==> src/rtl/wb_arbiter_if.sv <==
// Writeback arbiter bus: ALU result port, load issue/response ports, hazard
// queries and the register-file write port.
interface wb_arbiter_if #(
    parameter int XLEN = 32
);
    logic            alu_valid;
    logic            alu_ready;
    logic [4:0]      alu_rd;
    logic [XLEN-1:0] alu_val;

    logic            ld_issue_valid;
    logic [4:0]      ld_issue_rd;

    logic            ld_rsp_valid;
    logic            ld_rsp_ready;
    logic [4:0]      ld_rsp_rd;
    logic [2:0]      ld_rsp_funct3;
    logic [1:0]      ld_rsp_addr_lo;
    logic [XLEN-1:0] ld_rsp_data;

    logic [4:0]      rs1;
    logic [4:0]      rs2;
    logic [4:0]      rd_query;
    logic            rs1_busy;
    logic            rs2_busy;
    logic            rd_busy;

    logic [4:0]      rd;
    logic            rd_write_control;
    logic [XLEN-1:0] rd_write_val;

    // valid/ready: a transfer happens in any cycle where both are high; ready
    // depends only on internal FIFO occupancy, never on valid.
    modport slave (
        input  alu_valid, alu_rd, alu_val,
        input  ld_issue_valid, ld_issue_rd,
        input  ld_rsp_valid, ld_rsp_rd, ld_rsp_funct3, ld_rsp_addr_lo, ld_rsp_data,
        input  rs1, rs2, rd_query,
        output alu_ready, ld_rsp_ready,
        output rs1_busy, rs2_busy, rd_busy,
        output rd, rd_write_control, rd_write_val
    );

    modport master (
        output alu_valid, alu_rd, alu_val,
        output ld_issue_valid, ld_issue_rd,
        output ld_rsp_valid, ld_rsp_rd, ld_rsp_funct3, ld_rsp_addr_lo, ld_rsp_data,
        output rs1, rs2, rd_query,
        input  alu_ready, ld_rsp_ready,
        input  rs1_busy, rs2_busy, rd_busy,
        input  rd, rd_write_control, rd_write_val
    );
endinterface

==> src/rtl/wb_arbiter.sv <==
// Writeback arbiter: merges ALU results and formatted load responses onto the
// single register-file write port, with a pending-load hazard scoreboard.
module wb_arbiter #(
    parameter int DEPTH = 4,
    parameter int XLEN  = 32
) (
    input  logic         i_clk,
    input  logic         i_rst,
    wb_arbiter_if.slave  bus
);
    localparam int AW = $clog2(DEPTH);

    logic [4:0]      fifo_rd_q  [DEPTH];
    logic [XLEN-1:0] fifo_val_q [DEPTH];
    logic [AW-1:0]   wr_ptr_q, rd_ptr_q;
    logic [AW:0]     count_q;
    logic [31:0]     pending_q, pending_d;
    logic [4:0]      rd_q;
    logic            wc_q;
    logic [XLEN-1:0] val_q;

    logic            full, empty, ld_acc, alu_acc, push, pop, sel_alu;
    logic [7:0]      byte_sel;
    logic [15:0]     half_sel;
    logic [XLEN-1:0] ld_fmt;
    logic [4:0]      head_rd;

    assign full    = (count_q == (AW+1)'(DEPTH));
    assign empty   = (count_q == '0);
    assign ld_acc  = bus.ld_rsp_valid && !full;
    assign alu_acc = bus.alu_valid && !full;
    assign push    = ld_acc && (bus.ld_rsp_rd != 5'd0);
    assign head_rd = fifo_rd_q[rd_ptr_q];

    assign byte_sel = bus.ld_rsp_data[{bus.ld_rsp_addr_lo, 3'b000} +: 8];
    assign half_sel = bus.ld_rsp_addr_lo[1] ? bus.ld_rsp_data[31:16] : bus.ld_rsp_data[15:0];

    always_comb begin
        ld_fmt = bus.ld_rsp_data;
        case (bus.ld_rsp_funct3)
            3'b000:  ld_fmt = {{(XLEN-8){byte_sel[7]}}, byte_sel};
            3'b100:  ld_fmt = {{(XLEN-8){1'b0}}, byte_sel};
            3'b001:  ld_fmt = {{(XLEN-16){half_sel[15]}}, half_sel};
            3'b101:  ld_fmt = {{(XLEN-16){1'b0}}, half_sel};
            default: ld_fmt = bus.ld_rsp_data;
        endcase
    end

    // A full FIFO outranks the ALU so loads cannot starve behind a busy ALU.
    always_comb begin
        pop     = 1'b0;
        sel_alu = 1'b0;
        if (full && !empty) begin
            pop = 1'b1;
        end else if (alu_acc && (bus.alu_rd != 5'd0)) begin
            sel_alu = 1'b1;
        end else if (!empty) begin
            pop = 1'b1;
        end
    end

    always_comb begin
        pending_d = pending_q;
        if (pop) begin
            pending_d[head_rd] = 1'b0;
        end
        if (bus.ld_issue_valid && (bus.ld_issue_rd != 5'd0)) begin
            pending_d[bus.ld_issue_rd] = 1'b1;
        end
        pending_d[0] = 1'b0;
    end

    always_ff @(posedge i_clk) begin
        if (i_rst) begin
            wr_ptr_q  <= '0;
            rd_ptr_q  <= '0;
            count_q   <= '0;
            pending_q <= '0;
            rd_q      <= '0;
            wc_q      <= 1'b0;
            val_q     <= '0;
        end else begin
            if (push) begin
                fifo_rd_q[wr_ptr_q]  <= bus.ld_rsp_rd;
                fifo_val_q[wr_ptr_q] <= ld_fmt;
                wr_ptr_q             <= wr_ptr_q + AW'(1);
            end
            if (pop) begin
                rd_ptr_q <= rd_ptr_q + AW'(1);
            end
            count_q   <= count_q + (AW+1)'(push) - (AW+1)'(pop);
            pending_q <= pending_d;
            wc_q      <= pop || sel_alu;
            if (pop) begin
                rd_q  <= head_rd;
                val_q <= fifo_val_q[rd_ptr_q];
            end else if (sel_alu) begin
                rd_q  <= bus.alu_rd;
                val_q <= bus.alu_val;
            end
        end
    end

    assign bus.alu_ready        = !full;
    assign bus.ld_rsp_ready     = !full;
    assign bus.rs1_busy         = pending_q[bus.rs1];
    assign bus.rs2_busy         = pending_q[bus.rs2];
    assign bus.rd_busy          = pending_q[bus.rd_query];
    assign bus.rd               = rd_q;
    assign bus.rd_write_control = wc_q;
    assign bus.rd_write_val     = val_q;
endmodule
==> src/flat_wrapper.sv <==
// flat-port wrapper written by rule: the top's interface ports become plain ports
module wb_arbiter_flat 
#(
    parameter int DEPTH = 4,
    parameter int XLEN  = 32
)
  (i_clk, i_rst, bus_alu_valid, bus_alu_rd, bus_alu_val, bus_ld_issue_valid, bus_ld_issue_rd, bus_ld_rsp_valid, bus_ld_rsp_rd, bus_ld_rsp_funct3, bus_ld_rsp_addr_lo, bus_ld_rsp_data, bus_rs1, bus_rs2, bus_rd_query, bus_alu_ready, bus_ld_rsp_ready, bus_rs1_busy, bus_rs2_busy, bus_rd_busy, bus_rd, bus_rd_write_control, bus_rd_write_val);
  wb_arbiter_if #(.XLEN(XLEN)) bus_i ();
  input  logic i_clk;
  input  logic i_rst;
  input wire logic [$bits(bus_i.alu_valid)-1:0] bus_alu_valid;
  input wire logic [$bits(bus_i.alu_rd)-1:0] bus_alu_rd;
  input wire logic [$bits(bus_i.alu_val)-1:0] bus_alu_val;
  input wire logic [$bits(bus_i.ld_issue_valid)-1:0] bus_ld_issue_valid;
  input wire logic [$bits(bus_i.ld_issue_rd)-1:0] bus_ld_issue_rd;
  input wire logic [$bits(bus_i.ld_rsp_valid)-1:0] bus_ld_rsp_valid;
  input wire logic [$bits(bus_i.ld_rsp_rd)-1:0] bus_ld_rsp_rd;
  input wire logic [$bits(bus_i.ld_rsp_funct3)-1:0] bus_ld_rsp_funct3;
  input wire logic [$bits(bus_i.ld_rsp_addr_lo)-1:0] bus_ld_rsp_addr_lo;
  input wire logic [$bits(bus_i.ld_rsp_data)-1:0] bus_ld_rsp_data;
  input wire logic [$bits(bus_i.rs1)-1:0] bus_rs1;
  input wire logic [$bits(bus_i.rs2)-1:0] bus_rs2;
  input wire logic [$bits(bus_i.rd_query)-1:0] bus_rd_query;
  output wire logic [$bits(bus_i.alu_ready)-1:0] bus_alu_ready;
  output wire logic [$bits(bus_i.ld_rsp_ready)-1:0] bus_ld_rsp_ready;
  output wire logic [$bits(bus_i.rs1_busy)-1:0] bus_rs1_busy;
  output wire logic [$bits(bus_i.rs2_busy)-1:0] bus_rs2_busy;
  output wire logic [$bits(bus_i.rd_busy)-1:0] bus_rd_busy;
  output wire logic [$bits(bus_i.rd)-1:0] bus_rd;
  output wire logic [$bits(bus_i.rd_write_control)-1:0] bus_rd_write_control;
  output wire logic [$bits(bus_i.rd_write_val)-1:0] bus_rd_write_val;
  assign bus_i.alu_valid = bus_alu_valid;
  assign bus_i.alu_rd = bus_alu_rd;
  assign bus_i.alu_val = bus_alu_val;
  assign bus_i.ld_issue_valid = bus_ld_issue_valid;
  assign bus_i.ld_issue_rd = bus_ld_issue_rd;
  assign bus_i.ld_rsp_valid = bus_ld_rsp_valid;
  assign bus_i.ld_rsp_rd = bus_ld_rsp_rd;
  assign bus_i.ld_rsp_funct3 = bus_ld_rsp_funct3;
  assign bus_i.ld_rsp_addr_lo = bus_ld_rsp_addr_lo;
  assign bus_i.ld_rsp_data = bus_ld_rsp_data;
  assign bus_i.rs1 = bus_rs1;
  assign bus_i.rs2 = bus_rs2;
  assign bus_i.rd_query = bus_rd_query;
  assign bus_alu_ready = bus_i.alu_ready;
  assign bus_ld_rsp_ready = bus_i.ld_rsp_ready;
  assign bus_rs1_busy = bus_i.rs1_busy;
  assign bus_rs2_busy = bus_i.rs2_busy;
  assign bus_rd_busy = bus_i.rd_busy;
  assign bus_rd = bus_i.rd;
  assign bus_rd_write_control = bus_i.rd_write_control;
  assign bus_rd_write_val = bus_i.rd_write_val;
  wb_arbiter #(.DEPTH(DEPTH), .XLEN(XLEN)) u_core (.i_clk(i_clk), .i_rst(i_rst), .bus(bus_i));
endmodule
==> config.mk <==
export PLATFORM = sky130hd
export DESIGN_NAME = wb_arbiter_flat
export DESIGN_NICKNAME = d
export VERILOG_FILES = /design/src/rtl/wb_arbiter_if.sv /design/src/rtl/wb_arbiter.sv /design/src/flat_wrapper.sv
export SDC_FILE = /design/constraint.sdc
export NUM_CORES = 1
export LEC_CHECK = 0
export ABC_AREA = 1
export BUFFER_PORTS_ARGS = -buffer_cell sky130_fd_sc_hd__clkbuf_2
export CAP_MARGIN = 5
export CORE_ASPECT_RATIO = 1.4
export CORE_MARGIN = 5
export CORE_UTILIZATION = 30
export DETAILED_ROUTE_END_ITERATION = 8
export GPL_TIMING_DRIVEN = 0
export MAX_ROUTING_LAYER = met4
export PLACE_DENSITY = 0.54
export SYNTH_ARGS = -nofsm -noshare
export SYNTH_HDL_FRONTEND = slang
export SYNTH_SLANG_ARGS = --single-unit
export TNS_END_PERCENT = 30
==> constraint.sdc <==
create_clock -name i_clk -period 3.3 [get_ports i_clk]
set_input_delay 0.165 -clock i_clk [delete_from_list [all_inputs] [get_ports i_clk]]
set_output_delay 0.165 -clock i_clk [all_outputs]
set_load 0.005 [all_outputs]
**Word level (Yosys, flattened, before mapping)**

Memory sizes are Yosys's and may differ from the RTL's. A register that Yosys moved wholly into a read port is not among the register bits.
Cells that the tools add are included.

- Register bits after elaboration: 77
- Memory bits (writable): 148
- Memories: 2
- Output and inout bits: 43

Memory list:

| name | depth | bits a word | rd ports | clocked after Yosys merged registers in | write ports | RTL line | source |
|---|---|---|---|---|---|---|---|
| u_core.fifo_val_q | 4 | 32 | 1 | 1 | 1 | wb_arbiter.sv:14 | `logic [XLEN-1:0] fifo_val_q [DEPTH];` |
| u_core.fifo_rd_q | 4 | 5 | 1 | 1 | 1 | wb_arbiter.sv:13 | `logic [4:0] fifo_rd_q [DEPTH];` |

- Shift operators: 1
- $add $sub $neg: 4
- Mux-type cells: 30
- Eq/ne operators: 4
- Order comparisons: 7
- Reductions and logical operators: 17
- Bitwise operators: 3

Operators with widths:

| operator | number |
|---|---|
| 2-to-1 mux 32 bit | 4 |
| case mux 32 bit (4 select lines) | 1 |
| AND 32 bit | 1 |
| NOT 32 bit | 1 |
| OR 32 bit | 1 |
| variable part select 32 x 6 -> 8 bit | 1 |
| less-than comparator 5 x 6 -> 1 bit, second input constant | 5 |
| 2-to-1 mux 16 bit | 1 |
| binary-select mux 1 bit (select 5 bit) | 3 |
| nonzero test 5 bit | 3 |
| 2-to-1 mux 1 bit | 13 |
| demux 1 bit (select 5 bit) | 2 |
| >= comparator 5 x 1 -> 1 bit, second input constant | 2 |
| 2-to-1 mux 5 bit | 2 |
| equality test 3 bit, second input constant | 3 |
| logical AND 1 bit | 8 |
| 2-to-1 mux 2 bit | 4 |
| zero test 3 bit | 2 |
| adder 2 x 1 -> 2 bit, second input constant | 2 |
| adder 3 x 1 -> 3 bit | 1 |
| equality test 3 x 1 -> 1 bit, second input constant | 1 |
| subtractor 3 x 1 -> 3 bit | 1 |
| zero test 1 bit | 2 |
| nonzero test 2 bit | 1 |
| logical OR 1 bit | 1 |

**Logic depth before layout (Yosys ltp)**

Gate-level depths: netlist of the first run.

- Depth in word-level cells: 9
- Gate-level depth with buffers: 13

**Worst setup path before layout of the first run**

No wires, ideal clock.

- Path type: reg2reg
- Start point: reg u_core.count_q[1]
- End point: mem u_core.fifo_rd_q[0][0], enable pin
- Path buffers: 0
- Setup slack: 0.436 ns
- Arrival: 2.433 ns
- Cell stages (with the launch flop): 7
- Clock period less this slack: 2.864 ns
- Cells stage by stage: dfxtp_1 -> nor2_4 -> nand2_2 -> nand3_1 -> inv_1 -> nand2_1 -> nor2_1

- Cells in the longest elaborated chain, start to end: 7

Ends and longest elaborated chain:

| item | RTL line | source |
|---|---|---|
| start: declaration | wb_arbiter.sv:16 | `logic [AW:0] count_q;` |
| start signal: assignment | wb_arbiter.sv:91 | `count_q <= count_q + (AW+1)'(push) - (AW+1)'(pop);` |
| equality test 3 bit | wb_arbiter.sv:28 | `assign full = (count_q == (AW+1)'(DEPTH));` |
| zero test 1 bit | n/a |  |
| via bus_alu_ready | flat_wrapper.sv:24 | `output wire logic [$bits(bus_i.alu_ready)-1:0] bus_alu_ready;` |
| logical AND 1 bit | wb_arbiter.sv:30 | `assign ld_acc = bus.ld_rsp_valid && !full;` |
| logical AND 1 bit | wb_arbiter.sv:32 | `assign push = ld_acc && (bus.ld_rsp_rd != 5'd0);` |
| 2-to-1 mux 1 bit | wb_arbiter.sv:83 | `if (push) begin` |
| 2-to-1 mux 1 bit | wb_arbiter.sv:74 | `if (i_rst) begin` |
| 2-to-1 mux 1 bit (implied by the code) | wb_arbiter.sv:84 | `fifo_rd_q[wr_ptr_q] <= bus.ld_rsp_rd;` |
| end: declaration | wb_arbiter.sv:13 |  |

The timed path passes the listed nets, and every way through them passes these cells.

**Worst setup path in the final report of the first run**

- Start point: reg u_core.count_q[1]
- End point: reg u_core.count_q[2]

- Cells in the longest elaborated chain, start to end: 7
- Elaborated cells on any way between the ends: 14
- Classes of those cells: add/sub: 2; eq/ne: 1; mux: 3; reduce/logical: 8

Ends and longest elaborated chain:

| item | RTL line |
|---|---|
| parallel branches: the longest is 6 deep, another holds adder 3 x 1 -> 3 bit | n/a |
| subtractor 3 x 1 -> 3 bit * | wb_arbiter.sv:91 |

Mark *: on every way between the ends.
A chain may end at the register's enable or synchronous reset.

==> run_results.csv, run 1 <==
group,metric,value,unit
synth,synth_area_leaders,"edfxtp_1 (41%), dfxtp_1 (15%), nand2_1 (14%), nand3_1 (4.7%), o21ai_0 (4.6%)",
route,antenna_left,0,
cts,cts_tree,"yes",
power,leakagePower,5.48,nW
flow_run,drv_cap,0,
place,dp_hpwl,25100,microns
timing,tightest_slew,1.22,ns
synth,synth-main-ff-cell,"edfxtp_1",
cts,clk_path_buf_depth,3,
route,drc_errors,0,
timing,finalWorstSetupSlack,0.762,ns
synth,synth-edff-count,148,
cts,clkLatencyLatePin,0.54,ns
synth,ys_ff_latch,226,
floorplanning,dieWidth,170,microns
worst_setup_path,critical-path-max-stage-delay,0.42,ns
place,place.port_buffers,141,
place,postPlaceCellArea,12100,sq um
timing,slew_viol_final,0,
synth,syn_avg_cell_area,8.41,sq um
floorplanning,core-area,35600,sq um
synth,synth_top_area_cell,"edfxtp_1",
synth,yosysUniqueCellTypes,32,
global_route,track_usage,17.5,%
timing,finalCritPeriodShare,76.9,%
timing,finalSetupViolations,0,
final_layout,drive_gt1_share,16.2,%
timing,fin_crit,2.54,ns
global_route,grt_max_degree,27,
cts,cts_sinks,226,
timing,hold_viol,0,
synth,synthCells,1274,
synth,synth_commonest_cells,"nand2_1 (396), edfxtp_1 (148), nor2_1 (112)",
cts,cts.reportedPaths.clkPinSlew,0.06,ns
global_route,grt_pass1_vias,9552,
timing,clock_skew,0.0207,ns
synth,synth_most_common_cell,"nand2_1",
final_layout,final_util,37.3,%
synth,syn_nets,1385,
worst_hold_path,hold_path_class,"in -> reg",
global_route,grt_pass1_wl,52800,microns
timing,rsz0062_at_grt,"no",
floorplanning,rows,82,
worst_setup_path,rrSetupSlack,0.76,ns
synth,seq_area_frac_synth,56.0,%
cts,hold_buffers,41,
worst_setup_path,timing.rr.end,"u_core.count_q[2]$_SDFF_PP0_",
worst_setup_path,crit_slowest_cell,"dfxtp_1",
cts,htree_levels,1,
power,vdd.ir_drop.worst,0.422,mV
final_layout,n_antenna_cell,0,
final_layout,fin_nets,1597,
worst_setup_path,worst_r2r_path_depth,13,
worst_setup_path,worstPathCellList,"nor2_4 > a21oi_4 > nand2_4 > nand2_4 > inv_4 > buf_4 > ha_1 > inv_1 > ha_1 > fa_1 > inv_1 > o21ai_0 > a21oi_1",
worst_setup_path,r2r-start,"u_core.count_q[1]$_SDFF_PP0_",
route,avgViaCountPerCell,4.84,
timing,finalSetupTns,0,ns
place,place_inst,1881,
floorplanning,design.die.area,39700,sq um
place,globalplace.congestion,0.900,
worst_setup_path,crit_fanout,10,
synth,synth_warnings,0,
floorplanning,start_util,30.1,%
cts,root_buffer,"clkbuf_16",
timing,clock.fmax,0.394,GHz
run_status,status,"completed",
worst_setup_path,cp.arrival,2.99,ns
timing,slew_headroom,17.9,%
route,drtIter0Drc,591,
worst_setup_path,cp-startpoint,"u_core.count_q[1]$_SDFF_PP0_",
worst_setup_path,worstSetupStartpointType,"flip-flop",
cts,numCtsBuffers,24,
synth,yosys.area.top_type_share,41.5,%
final_layout,layout.cells.non_filler,1965,
floorplanning,die_h,234,microns
route,vias,9511,
power,power_density,654,nW/um^2
synth,syn_area,10700,sq um
worst_setup_path,crit_type,"reg -> reg",
worst_setup_path,crit_path_end,"u_core.count_q[2]$_SDFF_PP0_",
cts,post_cts_resized,0,
worst_setup_path,worstPathRequired,3.75,ns
route,wl,34300,microns
route,first_pass_iters,5,
cts,postCtsSetupBuffers,0,
timing,hold_ws,0.0277,ns
synth,async_reset_ff_share,0,%
place,pre_cts_slack,0.773,ns
global_route,grt-ovfl-total,0,
power,p_total,8.68,mW
final_layout,syn_to_final_growth,23.8,%
worst_setup_path,end_kind,"flip-flop",
final_layout,final_area,13300,sq um
global_route,antenna_found_initial,0,
route,wire_per_inst,17.5,microns
floorplanning,num_io_pins,147,
worst min-delay path by stage:
stage	from	endpoint	slack [ns]	cells past startpoint
after floorplan	bus_ld_rsp_rd[0]	u_core.fifo_rd_q[0][0]$_DFFE_PP_	0.26	0
after global placement	bus_ld_rsp_rd[4]	u_core.fifo_rd_q[0][4]$_DFFE_PP_	0.41	1
final	bus_ld_rsp_valid	u_core.wr_ptr_q[0]$_SDFFE_PP0N_	0.03	3
after global routing	i_rst	u_core.pending_q[2]$_SDFF_PP0_	0.06	2
after detailed placement	bus_ld_rsp_rd[4]	u_core.fifo_rd_q[1][4]$_DFFE_PP_	0.41	1
after CTS	bus_ld_rsp_valid	u_core.wr_ptr_q[0]$_SDFFE_PP0N_	0.01	3
sequential cells by signal, summed over array words and instances, names as in the netlist, named ones only:
name	cells
u_core.fifo_val_q	128
u_core.wr_ptr_q	2
u_core.bus.rd_write_control	1
u_core.bus.rd_write_val	32
u_core.rd_ptr_q	2
u_core.bus.rd	5
u_core.fifo_rd_q	20
u_core.pending_q	31
u_core.count_q	3
routing by layer:
layer / vias up / track usage [%] / part of all wire, %
met5: - / - / 0
met2: 290 / 31.4 / 52
met1: 4478 / 19.9 / 39
li1: 4676 / - / -
met3: 67 / 1.88 / 4.7
met4: 0 / 7.15 / 3.9
worst max-delay path, delay by kind of cell, from the launching register on:
kind / cells / cell delay [ns]
adder cells (fa/ha/maj): 3 / 0.83
flip-flops: 1 / 0.42
AND/OR/NAND/NOR: 3 / 0.40
AO/OA/AOI/OAI: 3 / 0.42
buffers and inverters: 4 / 0.38
kinds of logic (layout without fill, tap and decap cells):
| logic type | Yosys count | after routing | synth area share, % |
|---|---|---|---|
| adder cells (fa/ha/maj) | 7 | 7 | 0.887 |
| XOR/XNOR | 1 | 1 | 0.0817 |
| AND/OR/NAND/NOR | 638 | 638 | 24.3 |
| buffers and inverters | 171 | 400 | 6.64 |
| flip-flops | 226 | 226 | 56.0 |
| AO/OA/AOI/OAI | 231 | 231 | 12.1 |
layout by cell type (no fill, tap or decap), types with 7 or more instances in the layout:
cell	n
o211ai_1	21
buf_2	24
clkbuf_16	25
nor3_1	11
nor2_2	11
o22ai_1	30
edfxtp_1	148
clkbuf_1	33
nand3_1	100
inv_2	8
dfxtp_1	78
nor2_1	108
nand2_1	396
inv_1	101
o21ai_0	98
o31ai_1	7
clkbuf_2	141
a21oi_1	63
dlygate4sd3_1	41
where the power goes:
group,switching (mW),total [mW],leakage [nW],internal [mW]
clock,1.11,2.57,0.356,1.46
sequential,0.147,3.48,1.99,3.33
combinational,1.78,2.63,3.13,0.847
area by class of cell:
type                       instances  area [sq um]
tap                              462           578
sequential                       226          6010
multi-input combinational        877          4030
timing repair buffer             186          1200
clock inverter                    12          90.1
fill                            3686         22300
buffer                            59           289
inverter                         112           423
clock buffer                      31           648
Note: power is estimated with default switching activity, not from simulation.
==> inputs of run 2 (changes only) <==
--- a/config.mk
+++ b/config.mk
@@ -14,7 +14,7 @@
 export DETAILED_ROUTE_END_ITERATION = 8
 export GPL_TIMING_DRIVEN = 0
 export MAX_ROUTING_LAYER = met4
-export PLACE_DENSITY = 0.54
+export PLACE_DENSITY = 0.56
 export SYNTH_ARGS = -nofsm -noshare
 export SYNTH_HDL_FRONTEND = slang
 export SYNTH_SLANG_ARGS = --single-unit
==> constraint.sdc (replaced) <==
create_clock -name i_clk -period 2.2 [get_ports i_clk]
set_input_delay 0.11 -clock i_clk [delete_from_list [all_inputs] [get_ports i_clk]]
set_output_delay 0.11 -clock i_clk [all_outputs]
set_load 0.005 [all_outputs]
==> run 2 against run 1 <==
Against the previous run:
- worst setup slack worse by 0.67 ns
- global-route usage is 0.054 points lower
- hold slack worse by 0.0045 ns
- critical path type unchanged
- design area is 1.5% higher
- sequential share of layout area is 0.62 points lower
- combinational power is 52% higher
- largest cell class unchanged
- routed wire length is 0.26% lower
- final cell count is 0.66% higher
==> run_results.csv, run 2 (same netlist as run 1, synthesis figures left out) <==
group,metric,value,unit
route,wl,34200,microns
timing,hold_viol,0,
timing,clock_skew,0.0222,ns
final_layout,largest_reg_flops,128,
cts,cts_sinks,226,
global_route,grt_max_degree,23,
place,place.port_buffers,141,
cts,clk_path_buf_depth,3,
final_layout,drive_gt1_share,16.6,%
final_layout,syn_to_final_growth,25.6,%
global_route,grt_pass1_wl,52500,microns
timing,finalWorstSetupSlack,0.0929,ns
timing,slew_viol_final,0,
timing,finalSetupTns,0,ns
flow_run,drv_cap,0,
route,drc_errors,0,
worst_setup_path,crit_slowest_cell,"dfxtp_4",
route,avgViaCountPerCell,4.81,
floorplanning,die_h,234,microns
floorplanning,dieWidth,170,microns
route,antenna_left,0,
place,globalplace.congestion,0.907,
power,power_density,975,nW/um^2
worst_hold_path,holdCritStartpoint,"bus_ld_rsp_data[14]",
global_route,grt-ovfl-total,0,
timing,rsz0062_at_grt,"yes",
floorplanning,start_util,30.1,%
worst_setup_path,rrSetupSlack,0.09,ns
timing,slew_headroom,19.8,%
power,vdd.ir_drop.worst,0.660,mV
route,wire_per_inst,17.3,microns
worst_setup_path,worst_r2r_path_depth,12,
floorplanning,design.die.area,39700,sq um
place,pre_cts_slack,-0.306,ns
worst_setup_path,critical-path-max-stage-delay,0.37,ns
worst_setup_path,cp_top_family,"adder cells",
timing,finalCritPeriodShare,95.8,%
route,vias,9512,
cts,numCtsBuffers,23,
cts,htree_levels,1,
worst_hold_path,hold_path_end,"u_core.fifo_val_q[0][14]$_DFFE_PP_",
final_layout,final_area,13500,sq um
worst_setup_path,worstPathCellList,"nor2_4 > a21oi_4 > nand2_4 > nand2_8 > inv_6 > ha_1 > inv_1 > ha_1 > fa_1 > inv_1 > o21ai_0 > a21oi_1",
cts,clkLatencyLatePin,0.53,ns
worst_setup_path,timing.rr.end,"u_core.count_q[2]$_SDFF_PP0_",
worst_hold_path,hold_depth,3,
worst_setup_path,cp.arrival,2.57,ns
timing,tightest_slew,1.19,ns
route,drtIter0Drc,588,
timing,hold_ws,0.0232,ns
floorplanning,num_io_pins,147,
global_route,track_usage,17.5,%
timing,clock.fmax,0.475,GHz
worst_setup_path,worstSetupStartpointType,"flip-flop",
run_status,status,"completed",
worst_setup_path,crit_fanout,16,
final_layout,final_common_cell,"nand2_1",
floorplanning,rows,82,
worst_setup_path,crit_type,"reg -> reg",
cts,cts_tree,"yes",
place,postPlaceCellArea,12100,sq um
cts,root_buffer,"clkbuf_16",
final_layout,layout_common_cells,"nand2_1 (395), edfxtp_1 (148), clkbuf_2 (141)",
timing,finalSetupViolations,0,
global_route,grt_pass1_vias,9306,
worst_setup_path,end_kind,"flip-flop",
final_layout,fin_nets,1609,
timing,fin_crit,2.11,ns
route,first_pass_iters,5,
power,leakagePower,5.57,nW
worst_hold_path,hold_path_class,"in -> reg",
global_route,antenna_found_initial,1,
worst_setup_path,r2r-start,"u_core.count_q[1]$_SDFF_PP0_",
worst_setup_path,critPathBufInv,3,
cts,cts.reportedPaths.clkPinSlew,0.06,ns
floorplanning,core-area,35600,sq um
worst_setup_path,worstPathRequired,2.66,ns
final_layout,top_register,"u_core.fifo_val_q",
place,dp_hpwl,25300,microns
==> run 2: changes by cell type in the layout (fill, tap and decap cells not counted), sizes merged <==
cell | before | now
dlygate4sd3 | 41 | 50
clkbuf | 199 | 196
bufinv | 1 | 2
inv | 110 | 112
buf | 36 | 40
clkinvlp | 3 | 2
diode | 0 | 1
==> run 2: report_power, final <==
part	total (mW)	switching [mW]	internal (mW)
registers	5.24	0.244	5.00
logic	4.01	2.69	1.32
clock network	3.88	1.62	2.26
==> run 2: layer usage <==
| layer | routed length [microns] | global-route usage [%] | vias to the layer above |
|---|---|---|---|
| met5 | 0 | - | - |
| met4 | 1380 | 6.85 | 0 |
| met3 | 1610 | 1.86 | 77 |
| met2 | 17600 | 31.2 | 310 |
| met1 | 13600 | 20.0 | 4420 |
| li1 | - | - | 4705 |
==> run 2: worst register-to-register path: stages, from the launching register on <==
cell     delay [ns]
dfxtp_4        0.37
nor2_4         0.06
a21oi_4        0.20
nand2_4        0.11
nand2_8        0.10
inv_6          0.07
ha_1           0.27
inv_1          0.04
ha_1           0.19
fa_1           0.36
inv_1          0.07
o21ai_0        0.08
a21oi_1        0.14
==> run 2: final cells by class <==
class	instances	area, sq um
fill	3636	22100
tap	462	578
clock buffer	28	624
timing repair buffer	200	1350
buffer	58	282
inverter	112	425
antenna	1	2.50
clock inverter	14	129
multi-input combinational	877	4060
sequential	226	6010
==> run 2: per-stage QoR <==
| step | power [mW] | utilization [%] | std cells |
|---|---|---|---|
| 3_3_place_gp | 9.17 | 33.7 | 1877 |
| 2_1_floorplan | 7.68 | - | 1274 |
| 3_5_place_dp | 9.25 | 34.1 | 1881 |
| 6_report | 13.1 | 37.8 | 1978 |
| 4_1_cts | 13.3 | 37.8 | 1976 |
| 5_1_grt | 13.9 | 37.8 | 1978 |
==> run 2: worst max path at each step <==
stage	start	end	slack (ns)	cells past startpoint
final	u_core.count_q[1]$_SDFF_PP0_	u_core.count_q[2]$_SDFF_PP0_	0.09	12
after global routing	u_core.count_q[1]$_SDFF_PP0_	u_core.count_q[2]$_SDFF_PP0_	-0.02	12
after CTS	u_core.count_q[1]$_SDFF_PP0_	u_core.count_q[2]$_SDFF_PP0_	0.03	12
after detailed placement	u_core.count_q[1]$_SDFF_PP0_	u_core.count_q[2]$_SDFF_PP0_	-0.31	13
after global placement	u_core.count_q[1]$_SDFF_PP0_	u_core.fifo_val_q[3][14]$_DFFE_PP_	-1.13	6
after floorplan	u_core.count_q[1]$_SDFF_PP0_	u_core.fifo_rd_q[0][0]$_DFFE_PP_	-0.1	6
==> run 2: what timing repair did <==
| action | in CTS | in global routing |
|---|---|---|
| hold buffers | 50 | 0 |
| endpoints found under the setup margin | 120 | 38 |
| pin swaps | 5 | 1 |
| buffers inserted | 4 | 1 |
| endpoints found under the hold margin | 82 | 0 |
| gates resized for setup | 8 | 2 |
==> inputs of run 3 (changes only) <==
--- a/config.mk
+++ b/config.mk
@@ -8,13 +8,14 @@
 export ABC_AREA = 1
 export BUFFER_PORTS_ARGS = -buffer_cell sky130_fd_sc_hd__clkbuf_2
 export CAP_MARGIN = 5
+export CELL_PAD_IN_SITES_DETAIL_PLACEMENT = 1
+export CELL_PAD_IN_SITES_GLOBAL_PLACEMENT = 1
 export CORE_ASPECT_RATIO = 1.4
 export CORE_MARGIN = 5
 export CORE_UTILIZATION = 30
 export DETAILED_ROUTE_END_ITERATION = 8
 export GPL_TIMING_DRIVEN = 0
-export MAX_ROUTING_LAYER = met4
-export PLACE_DENSITY = 0.56
+export PLACE_DENSITY = 0.68
 export SYNTH_ARGS = -nofsm -noshare
 export SYNTH_HDL_FRONTEND = slang
 export SYNTH_SLANG_ARGS = --single-unit
==> run 3 against run 2 <==
Against the previous run:
- largest power group unchanged
- worst setup slack got worse by 0.0049 ns
- sequential share of layout area fell by 0.13 points
- register-to-register slack barely moved
- critical path type unchanged
==> run_results.csv, run 3 (same netlist as run 1, synthesis figures left out) <==
group,metric,value,unit
worst_setup_path,path_common_cell,"inv_1",
worst_setup_path,worstPathRequired,2.64,ns
route,first_pass_iters,5,
cts,cts.reportedPaths.clkPinSlew,0.06,ns
final_layout,final_area,13500,sq um
floorplanning,design.die.area,39700,sq um
worst_setup_path,crit_fanout,5,
place,globalplace.congestion,0.880,
worst_setup_path,end_kind,"flip-flop",
power,p_total,13.3,mW
timing,tightest_slew,1.29,ns
worst_setup_path,rrSetupSlack,0.09,ns
worst_setup_path,timing.rr.end,"u_core.count_q[2]$_SDFF_PP0_",
floorplanning,dieWidth,170,microns
worst_hold_path,hold_depth,3,
timing,clock.fmax,0.473,GHz
worst_hold_path,hold_path_class,"in -> reg",
timing,clock_skew,0.00577,ns
power,vdd.ir_drop.worst,0.541,mV
cts,clkLatencyLatePin,0.52,ns
route,drtIter0Drc,433,
route,avgViaCountPerCell,4.91,
cts,numCtsBuffers,22,
worst_setup_path,worst_r2r_path_depth,12,
worst_hold_path,holdCritStartpoint,"bus_ld_rsp_data[13]",
floorplanning,core-area,35600,sq um
timing,slew_viol_final,0,
worst_setup_path,worstSetupStartpointType,"flip-flop",
global_route,grt_pass1_wl,58400,microns
final_layout,layout_common_cells,"nand2_1 (395), edfxtp_1 (148), clkbuf_2 (141)",
power,leakagePower,5.59,nW
worst_setup_path,crit_type,"reg -> reg",
route,vias,9763,
cts,htree_levels,1,
place,postPlaceCellArea,12100,sq um
final_layout,largest_reg_flops,128,
place,pre_cts_slack,-0.421,ns
route,wl,37500,microns
final_layout,top_register,"u_core.fifo_val_q",
final_layout,final_common_cell,"nand2_1",
flow_run,drv_cap,0,
global_route,track_usage,18.7,%
worst_hold_path,hold_path_end,"u_core.fifo_val_q[3][13]$_DFFE_PP_",
floorplanning,num_io_pins,147,
place,place.port_buffers,141,
cts,cts_tree,"yes",
route,antenna_left,0,
cts,root_buffer,"clkbuf_16",
final_layout,n_antenna_cell,0,
timing,finalCritPeriodShare,96.0,%
timing,fin_crit,2.11,ns
timing,hold_ws,0.0359,ns
timing,finalWorstSetupSlack,0.0880,ns
timing,finalSetupTns,0,ns
timing,hold_viol,0,
global_route,grt-ovfl-total,0,
global_route,antenna_found_initial,0,
final_layout,syn_to_final_growth,26.0,%
floorplanning,die_h,234,microns
global_route,grt_max_degree,27,
global_route,grt_pass1_vias,10700,
worst_setup_path,worstPathCellList,"nor2_4 > a21oi_4 > nand2_4 > nand2_8 > clkinv_8 > ha_4 > inv_1 > ha_2 > fa_2 > inv_1 > o21ai_0 > a21oi_1",
cts,clk_path_buf_depth,3,
run_status,status,"completed",
floorplanning,rows,82,
power,power_density,983,nW/um^2
place,dp_hpwl,28000,microns
worst_setup_path,crit_slowest_cell,"dfxtp_4",
worst_setup_path,critical-path-max-stage-delay,0.36,ns
route,wire_per_inst,18.9,microns
worst_setup_path,r2r-start,"u_core.count_q[1]$_SDFF_PP0_",
floorplanning,start_util,30.1,%
timing,finalSetupViolations,0,
cts,cts_sinks,226,
route,drc_errors,0,
timing,slew_headroom,13.5,%
final_layout,drive_gt1_share,17.2,%
final_layout,fin_nets,1620,
worst_setup_path,cp.arrival,2.55,ns
==> run 3: per-stage QoR <==
stage                     instances  util (%)
after global routing           1987      37.9
after floorplan                1274         -
final                          1987      37.9
after CTS                      1977      37.7
after detailed placement       1881      34.0
after global placement         1877      33.7
==> run 3: worst max-delay path: cells and delay by family, from the launching register on <==
family,cells,cell delay [ns]
AO/OA/AOI/OAI,3,0.47
AND/OR/NAND/NOR,3,0.28
flip-flops,1,0.36
buffers and inverters,3,0.16
adder cells (fa/ha/maj),3,0.74
==> run 3: what timing repair did <==
item,CTS,global route
hold endpoints to repair,70,0
resized for setup,7,6
pin swaps,5,6
buffers inserted,7,10
hold buffers,50,0
endpoints found under the setup margin,102,50
==> run 3: layer usage <==
metal	share of wire, %	track usage, %	wire, microns	vias to the layer above
met2	54	36.7	20400	233
met1	38	20.2	14300	4734
met5	0	0	0	-
met4	4.1	7.68	1530	0
met3	3.4	1.91	1290	70
li1	-	-	-	4726
==> run 3: worst max-delay path by stage <==
stage	startpoint	end	slack (ns)	cells after the start
2_1_floorplan	u_core.count_q[1]$_SDFF_PP0_	u_core.fifo_rd_q[0][0]$_DFFE_PP_	-0.1	6
3_3_place_gp	u_core.count_q[1]$_SDFF_PP0_	u_core.fifo_val_q[0][2]$_DFFE_PP_	-1.17	6
3_5_place_dp	u_core.count_q[1]$_SDFF_PP0_	u_core.count_q[2]$_SDFF_PP0_	-0.42	13
4_1_cts	u_core.count_q[1]$_SDFF_PP0_	u_core.count_q[2]$_SDFF_PP0_	-0.04	12
5_1_grt	u_core.count_q[1]$_SDFF_PP0_	u_core.fifo_val_q[2][19]$_DFFE_PP_	-0.005	7
6_report	u_core.count_q[1]$_SDFF_PP0_	u_core.count_q[2]$_SDFF_PP0_	0.09	12
==> run 3: report_power, final <==
group	total [mW]	internal [mW]	switching (mW)	leakage [nW]
logic	4.25	1.42	2.83	3.26
registers	5.25	5.00	0.252	1.99
clock network	3.78	2.18	1.59	0.340
==> run 3: layout make-up <==
class | instances | area, sq um
Fill cell | 4269 | 22100
Sequential cell | 226 | 6010
Multi-Input combinational cell | 877 | 4060
Timing Repair Buffer | 212 | 1430
Clock buffer | 30 | 612
Tap cell | 462 | 578
Inverter | 112 | 433
Buffer | 58 | 282
Clock inverter | 10 | 100
